File: src/rtl/patterns_pkg.sv
// Shared definitions for the pattern pipeline: work-mode codes, line timing
// state encoding and default timing constants.
package patterns_pkg;

    typedef enum logic [2:0] {
        REGULAR   = 3'b001,
        CONST     = 3'b010,
        WHITE1x1  = 3'b011,
        BLACK1x1  = 3'b100,
        WHITE2x2  = 3'b101,
        BLACK2x2  = 3'b110,
        RAMP_MODE = 3'b111
    } mode_e;

    typedef enum logic [1:0] {
        ST_IDLE   = 2'd0,
        ST_SYNC   = 2'd1,
        ST_ACTIVE = 2'd2,
        ST_BLANK  = 2'd3
    } tg_state_e;

    localparam int DEF_TEST_LEN = 1290;
    localparam int DEF_NORM_LEN = 4096;
    localparam int DEF_LINES    = 32;
    localparam int DEF_BLANK    = 16;
    localparam int DEF_PW       = 13;

endpackage

File: src/rtl/tg_term_counter.sv
// Loadable up-counter with a terminal-count flag; used for the pixel index,
// the blanking gap and the line index of line_timing_gen.
module tg_term_counter #(
    parameter int W = 8
) (
    input  logic         clk,
    input  logic         rst_n,
    input  logic         i_load,
    input  logic [W-1:0] i_load_val,
    input  logic         i_en,
    input  logic [W-1:0] i_term,
    output logic [W-1:0] o_cnt,
    output logic         o_tc
);

    logic [W-1:0] r_cnt;

    always_ff @(posedge clk or negedge rst_n) begin
        if (!rst_n) begin
            r_cnt <= '0;
        end else if (i_load) begin
            r_cnt <= i_load_val;
        end else if (i_en) begin
            r_cnt <= r_cnt + W'(1);
        end
    end

    assign o_cnt = r_cnt;
    assign o_tc  = (r_cnt == i_term);

endmodule

File: src/rtl/line_timing_gen.sv
// Line/frame timing strobe generator for the pattern Control FSM.
// Optional macro CONT_FRAME_EN: back-to-back frames while run stays high.
module line_timing_gen
    import patterns_pkg::*;
#(
    parameter int TEST_LEN = DEF_TEST_LEN,
    parameter int NORM_LEN = DEF_NORM_LEN,
    parameter int LINES    = DEF_LINES,
    parameter int BLANK    = DEF_BLANK,
    parameter int PW       = DEF_PW
) (
    input  logic          clk,
    input  logic          rst_n,
    input  logic          run,
    input  logic          abort,
    input  logic [2:0]    Mode,
    output logic          f_sync,
    output logic          sync,
    output logic          endLine,
    output logic          endFrame,
    output logic [4:0]    line_idx,
    output logic [PW-1:0] pix_cnt,
    output logic          busy
);

    localparam int            BW         = (BLANK > 1) ? $clog2(BLANK) : 1;
    localparam logic [PW-1:0] TEST_LAST  = PW'(TEST_LEN - 1);
    localparam logic [PW-1:0] NORM_LAST  = PW'(NORM_LEN - 1);
    localparam logic [BW-1:0] BLANK_LAST = BW'(BLANK - 1);
    localparam logic [4:0]    LINE_LAST  = 5'(LINES - 1);

    tg_state_e     r_state;
    tg_state_e     w_state_next;
    logic [2:0]    r_mode;
    logic          w_frame_start;
    logic [PW-1:0] w_len_last;

    logic          w_pix_load, w_pix_en, w_pix_tc;
    logic [PW-1:0] w_pix_cnt;
    logic          w_gap_load, w_gap_en, w_gap_tc;
    logic [BW-1:0] w_gap_cnt;
    logic          w_line_load, w_line_en, w_line_tc;
    logic [4:0]    w_line_idx;

    assign w_len_last = (r_mode == REGULAR) ? NORM_LAST : TEST_LAST;

    always_ff @(posedge clk or negedge rst_n) begin
        if (!rst_n) begin
            r_state <= ST_IDLE;
            r_mode  <= 3'b000;
        end else begin
            r_state <= w_state_next;
            if (w_frame_start) begin
                r_mode <= Mode;
            end
        end
    end

    always_comb begin
        w_state_next  = r_state;
        w_frame_start = 1'b0;
        case (r_state)
            ST_IDLE: begin
                if (run) begin
                    w_state_next  = ST_SYNC;
                    w_frame_start = 1'b1;
                end
            end
            ST_SYNC:   w_state_next = ST_ACTIVE;
            ST_ACTIVE: begin
                if (w_pix_tc) begin
                    w_state_next = ST_BLANK;
                end
            end
            ST_BLANK: begin
                if (w_gap_tc) begin
                    if (!w_line_tc) begin
                        w_state_next = ST_SYNC;
                    end
`ifdef CONT_FRAME_EN
                    else if (run) begin
                        w_state_next  = ST_SYNC;
                        w_frame_start = 1'b1;
                    end
`endif
                    else begin
                        w_state_next = ST_IDLE;
                    end
                end
            end
            default: w_state_next = ST_IDLE;
        endcase

        // abort overrides everything, including a frame start in the same cycle
        if (abort) begin
            w_state_next  = ST_IDLE;
            w_frame_start = 1'b0;
        end

        w_pix_load  = (w_state_next == ST_IDLE) || (w_state_next == ST_SYNC);
        w_pix_en    = (r_state == ST_ACTIVE) && (w_state_next == ST_ACTIVE);
        w_gap_load  = (w_state_next != ST_BLANK);
        w_gap_en    = (r_state == ST_BLANK) && (w_state_next == ST_BLANK);
        w_line_load = (w_state_next == ST_IDLE) || w_frame_start;
        w_line_en   = (r_state == ST_BLANK) && (w_state_next == ST_SYNC) && !w_frame_start;
    end

    tg_term_counter #(.W(PW)) u_pix_cnt (
        .clk        (clk),
        .rst_n      (rst_n),
        .i_load     (w_pix_load),
        .i_load_val ('0),
        .i_en       (w_pix_en),
        .i_term     (w_len_last),
        .o_cnt      (w_pix_cnt),
        .o_tc       (w_pix_tc)
    );

    tg_term_counter #(.W(BW)) u_gap_cnt (
        .clk        (clk),
        .rst_n      (rst_n),
        .i_load     (w_gap_load),
        .i_load_val ('0),
        .i_en       (w_gap_en),
        .i_term     (BLANK_LAST),
        .o_cnt      (w_gap_cnt),
        .o_tc       (w_gap_tc)
    );

    tg_term_counter #(.W(5)) u_line_cnt (
        .clk        (clk),
        .rst_n      (rst_n),
        .i_load     (w_line_load),
        .i_load_val ('0),
        .i_en       (w_line_en),
        .i_term     (LINE_LAST),
        .o_cnt      (w_line_idx),
        .o_tc       (w_line_tc)
    );

    // Strobes are pure decodes of registered state/counters
    assign sync     = (r_state == ST_SYNC);
    assign f_sync   = sync && (w_line_idx == 5'd0);
    assign endLine  = (r_state == ST_ACTIVE) && w_pix_tc;
    assign endFrame = (r_state != ST_IDLE) && w_line_tc;
    assign busy     = (r_state != ST_IDLE);
    assign line_idx = w_line_idx;
    assign pix_cnt  = w_pix_cnt;

    logic w_unused;
    assign w_unused = ^w_gap_cnt;

endmodule

File: config.mk
export PLATFORM = sky130hd
export DESIGN_NAME = line_timing_gen
export DESIGN_NICKNAME = d
export VERILOG_FILES = /design/src/rtl/patterns_pkg.sv /design/src/rtl/tg_term_counter.sv /design/src/rtl/line_timing_gen.sv
export SDC_FILE = /design/constraint.sdc
export NUM_CORES = 1
export LEC_CHECK = 0
export ABC_AREA = 1
export CAP_MARGIN = 40
export CORE_MARGIN = 10
export CORE_UTILIZATION = 31
export DETAILED_ROUTE_END_ITERATION = 7
export PLACE_DENSITY = 0.6
export SYNTH_ARGS = -nofsm -noshare
export SYNTH_HDL_FRONTEND = slang
export SYNTH_SLANG_ARGS = --single-unit
File: constraint.sdc
create_clock -name clk -period 4.42 [get_ports clk]
set_input_delay 0.884 -clock clk [delete_from_list [all_inputs] [get_ports clk]]
set_output_delay 0.884 -clock clk [all_outputs]
set_load 0.005 [all_outputs]
## Word-level counts from Yosys, hierarchy flattened

Index checks and enable logic that the tools add are counted.

- Memories kept: 0
- Flip-flop bits (word level): 27
- Logic and storage cells: 52
- Input bits: 7
- Latch bits: 0
- Bits in read-only memories: 0
- Output and inout bits: 23
- Memory bits (writable): 0

- Shift operators: 0
- Multiplexer cells: 16
- Equal/unequal tests: 11
- Add/sub/neg operators: 3
- $lt $le $gt $ge: 0
- Multipliers: 0
- Div/mod/pow operators: 0
- Bitwise operators: 0
- Reduce and logical (&&, ||, !) cells: 17

Operators by type and width:

| operator | count |
|---|---|
| $mux 13 | 2 |
| $add 13x1->13 const B | 1 |
| $eq 13x12->1 | 1 |
| $mux 12 | 1 |
| $mux 5 | 2 |
| $eq 2x2->1 const B | 4 |
| $mux 2 | 4 |
| $mux 4 | 2 |
| $pmux 2 s4 | 1 |
| $reduce_bool 2->1 | 4 |
| $logic_and 1x1->1 | 7 |
| $add 5x1->5 const B | 1 |
| $eq 5x5->1 const B | 1 |
| $logic_not 5->1 | 1 |
| $add 4x1->4 const B | 1 |
| $eq 2x1->1 const B | 2 |
| $eq 4x4->1 const B | 1 |
| $logic_not 2->1 | 2 |
| $mux 1 | 4 |
| $eq 3x1->1 const B | 1 |
| $logic_or 1x1->1 | 2 |
| $ne 2x2->1 const B | 1 |
| $logic_not 1->1 | 1 |

## Logic depth before layout (Yosys ltp)

- Depth after elaboration: 11
- Gate-level depth with buffers: 12
- Mapped depth without buffers: 11

## Hierarchy

Synthesis repeated with hierarchy kept, for this count alone.

- Cell total of the unflattened synthesis: 292
- Area, all modules: 2018.2 sq um

Modules (own cells, without submodules):

| module | sequential area each (sq um) | instances | area each (sq um) | cells each |
|---|---|---|---|---|
| tg_term_counter at u_pix_cnt | 325.3 | 1 | 1023.5 | 154 |
| line_timing_gen | 125.1 | 1 | 366.6 | 51 |
| tg_term_counter at u_line_cnt | 125.1 | 1 | 346.6 | 48 |
| tg_term_counter at u_gap_cnt | 100.1 | 1 | 281.5 | 39 |

## Least setup slack after synthesis

OpenSTA, ideal clock, no wires.

- Kind: register -> output
- Start: register u_line_cnt.r_cnt[0] (netlist: u_line_cnt.o_cnt[0])
- End: output port endFrame
- Setup slack: 2.550 ns
- Stages on the path, launching flop included: 7
- Buffers on the path: 0
- Arrival time: 0.986 ns
- Path through: dfrtp_1 -> ha_1 -> nand2_1 -> nor2_1 -> ha_1 -> inv_1 -> nor2_1

- Longest elaborated chain between the ends: 2

RTL lines:

| item | RTL line | RTL |
|---|---|---|
| start: declaration | tg_term_counter.sv:16 | `logic [W-1:0] r_cnt;` |
| start signal: assignment | tg_term_counter.sv:22 | `r_cnt <= i_load_val;` |
| start signal: assignment | tg_term_counter.sv:24 | `r_cnt <= r_cnt + W'(1);` |
| $eq 5x5->1 | tg_term_counter.sv:29 | `assign o_tc = (r_cnt == i_term);` |
| $logic_and 1x1->1 | line_timing_gen.sv:145 | `assign endFrame = (r_state != ST_IDLE) && w_line_tc;` |
| end: declaration | line_timing_gen.sv:20 | `output logic endFrame,` |

No other way between the ends.

## Final worst setup path

- Start: register u_pix_cnt.r_cnt[7] (netlist: u_pix_cnt.o_cnt[7])
- End: output port endLine

- Longest elaborated chain between the ends: 2

RTL lines:

| item | RTL line | RTL |
|---|---|---|
| start: declaration | tg_term_counter.sv:16 |  |
| start signal: assignment | tg_term_counter.sv:22 |  |
| start signal: assignment | tg_term_counter.sv:24 |  |
| $eq 13x12->1 | tg_term_counter.sv:29 |  |
| $logic_and 1x1->1 | line_timing_gen.sv:144 | `assign endLine = (r_state == ST_ACTIVE) && w_pix_tc;` |
| end: declaration | line_timing_gen.sv:19 | `output logic endLine,` |

No other way between the ends.

==> results.py <==
metrics = {
    "outcome": {
        "outcome": "finished, final reports clean",
    },
    "global_routing": {
        "use_met2_pct": 15.4,
        "overflow": 0,
        "grt_pass1_wl_um": 6870,
        "grt_usage_pct": 9.42,
        "top_usage_layer": "met2",
        "grt_pass1_vias": 1404,
        "met1_usage_pct": 12.2,
        "grt_max_degree": 33,
        "use_met3_pct": 1.84,
        "antenna_found_initial": 0,
    },
    "clock_network": {
        "post_cts_buffers": 0,
        "cts-resized-gates": 0,
        "numCtsBuffers": 3,
        "insertion_delay_ns": 0.27,
        "ctsHtreeMaxLevel": 1,
        "clockBufferDepth": 2,
        "clk_pin_slew_ns": 0.09,
        "cts-hold-fix-buffers": 0,
        "root_buffer": "clkbuf_8",
        "cts_tree": "yes",
        "cts.sinks": 27,
    },
    "power_and_ir_drop": {
        "design_power_total_mw": 0.464,
        "ir_worst_vdd_uv": 219,
        "leakage_nw": 1.00,
        "p_per_area_nw_per_um2": 224,
    },
    "synth": {
        "synth_seq_cells": 27,
        "synth_compound_area_share_pct": 1.71,
        "synthTopCellsByArea": "dfrtp_1 40%, nand2_1 10%, nand3_1 8.6%",
        "synth_most_common_cell": "nand2_1",
        "synth.area.mux_share_pct": 1.34,
        "synthSimpleGateAreaFrac_pct": 36.4,
        "synth_edf_count": 0,
        "synthArstFlopShare_pct": 100,
        "syn-cell-area_um2": 1680,
        "syn_avg_cell_area_um2": 7.63,
        "synth_top_area_share_pct": 40.2,
        "synth_common_cells": "46 x nand2_1, 30 x inv_1, 29 x nand3_1, 27 x dfrtp_1, 22 x nor2_1",
        "synth_top_family_by_area": "simple AND/OR/NAND/NOR gates",
        "synth_top_area_cell": "dfrtp_1",
        "synthAdderAreaFrac_pct": 3.73,
        "synth_cell_type_count": 22,
        "yosysWarnings": 0,
        "synth_top_flop_cell": "dfrtp_1",
        "syn_nets": 232,
        "synthCells": 220,
        "synth_seq_area_share_pct": 40.2,
        "synth_xor_area_share_pct": 7.30,
    },
    "route": {
        "first_pass_iters": 4,
        "final_antenna_net_count": 0,
        "routed_wl_um": 3980,
        "drtIter0Drc": 97,
        "viasPerCell": 4.64,
        "num_vias": 1474,
        "wl_per_cell_um": 12.5,
        "drc_errors": 0,
    },
    "setup_path": {
        "crit_arrival_ns": 1.86,
        "critPathRequiredTime_ns": 3.54,
        "critPathCaptureType": "output port",
        "critPathLaunchType": "flop",
        "cp_max_fo": 6,
        "worstSetupPathType": "flop to output port",
    },
    "die": {
        "die_h_um": 93.6,
        "num_rows": 26,
        "core_um2": 5170,
        "fp.dieW_um": 93.6,
        "start_util_pct": 32.5,
        "die-area_um2": 8760,
        "io_pins": 30,
    },
    "timing": {
        "tightest_slew_ns": 0.497,
        "setup_viol": 0,
        "layout_min_cycle_time_ns": 2.75,
        "fin_tns_setup_ns": 0,
        "slew_headroom_pct": 66.8,
        "max_freq_mhz": 364,
        "finalClockSkew_ns": 0.00223,
        "rsz0062_at_grt": "no",
        "hold_violations": 0,
        "period_share_pct": 62.2,
        "slew_viol_final": 0,
        "whs_ns": 0.540,
        "fin_ws_ns": 1.67,
    },
    "finish": {
        "area_delta_synth_final_pct": 23.6,
        "final_util_pct": 40.1,
        "n_fill_cell": 527,
        "final_nets": 261,
        "final_layout_size_suffix_gt1_share_pct": 7.26,
        "antenna_cells": 0,
    },
    "job": {
        "maxCapViolations": 0,
    },
    "placed_design": {
        "pre_cts_ws_ns": 1.95,
        "place_hpwl_um": 3000,
        "place_congestion": 0.795,
        "portBuffers": 29,
    },
    "worst_hold_path": {
        "hp-class": "flop to flop",
    },
}
metrics by stage:
step	instance area, um^2	cells
floorplan	1680	220
global placement	2030	314
detailed placement	2030	314
finish	2080	318
CTS	2080	318
global route	2080	318
worst paths after layout:
kind                                     start             endpoint  slack (ns)  cells after the start
hold reg to reg                      r_mode[1]            r_mode[1]        0.54                      2
min in group asynchronous                rst_n   u_pix_cnt.o_cnt[6]        0.97                      2
setup / recovery            u_pix_cnt.o_cnt[7]              endLine        1.67                      7
max in group asynchronous                rst_n  u_pix_cnt.o_cnt[12]        3.18                      2
hold / removal                       r_mode[1]            r_mode[1]        0.54                      2
setup reg to reg           u_line_cnt.o_cnt[1]   u_pix_cnt.o_cnt[2]        2.53                     11
logic make-up (layout without fill, tap and decap cells):
group | Yosys count | after routing
flops | 27 | 27
compound gates | 5 | 5
simple gates | 129 | 129
buf+inv | 38 | 66
xor+xnor | 14 | 14
mux | 2 | 2
fa+ha+maj | 5 | 5
per-layer routing:
| layer | part of all wire, % | wire length, um | vias up |
|---|---|---|---|
| met3 | 3.4 | 137 | 2 |
| li1 | - | - | 771 |
| met1 | 48 | 1930 | 681 |
| met4 | 0.90 | 36 | 0 |
| met2 | 47 | 1880 | 20 |
| met5 | 0 | 0 | - |
power breakdown:
part	leakage [nW]	switching, mW	total, mW	internal (mW)
Sequential	0.368	0.00646	0.262	0.256
Combinational	0.608	0.0369	0.0612	0.0243
Clock	0.0255	0.0780	0.141	0.0632
placed cells by master, fill, tap and decap left out:
cell / count
nor3_1: 6
nor2_2: 2
inv_2: 2
nand4_1: 14
nor2_1: 22
dfrtp_1: 27
clkinv_2: 1
nand2_1: 46
o21ai_0: 1
a21oi_1: 3
nand2_2: 3
mux2_2: 2
buf_4: 1
ha_1: 5
inv_1: 30
clkdlybuf4s50_1: 29
clkbuf_8: 3
nand3b_1: 4
xor2_1: 14
nand2_4: 2
nand3_2: 1
nand3_1: 29
o21ai_2: 1
critical path: stages, from the launching register on:
cell             delay [ns]
dfrtp_1                0.46
nand2_1                0.12
nor2_2                 0.17
nand3_1                0.09
nand2_1                0.07
nand3_2                0.11
inv_1                  0.07
clkdlybuf4s50_1        0.50
layout make-up:
cell class	instances	area (um^2)	share of cell area, %
timing repair buffer	30	298	14.3
clock inverter	1	5.00	0.241
sequential	27	676	32.5
tap	70	87.6	4.22
inverter	32	120	5.79
multi-input combinational	155	848	40.9
clock buffer	3	41.3	1.99
flip-flops by register name (all words and copies together), names as in the netlist:
name / cells
u_line_cnt.o_cnt: 5
u_pix_cnt.o_cnt: 13
r_mode: 3
u_gap_cnt.o_cnt: 4
r_state: 2
No activity file was read; power rests on OpenSTA's default activity.
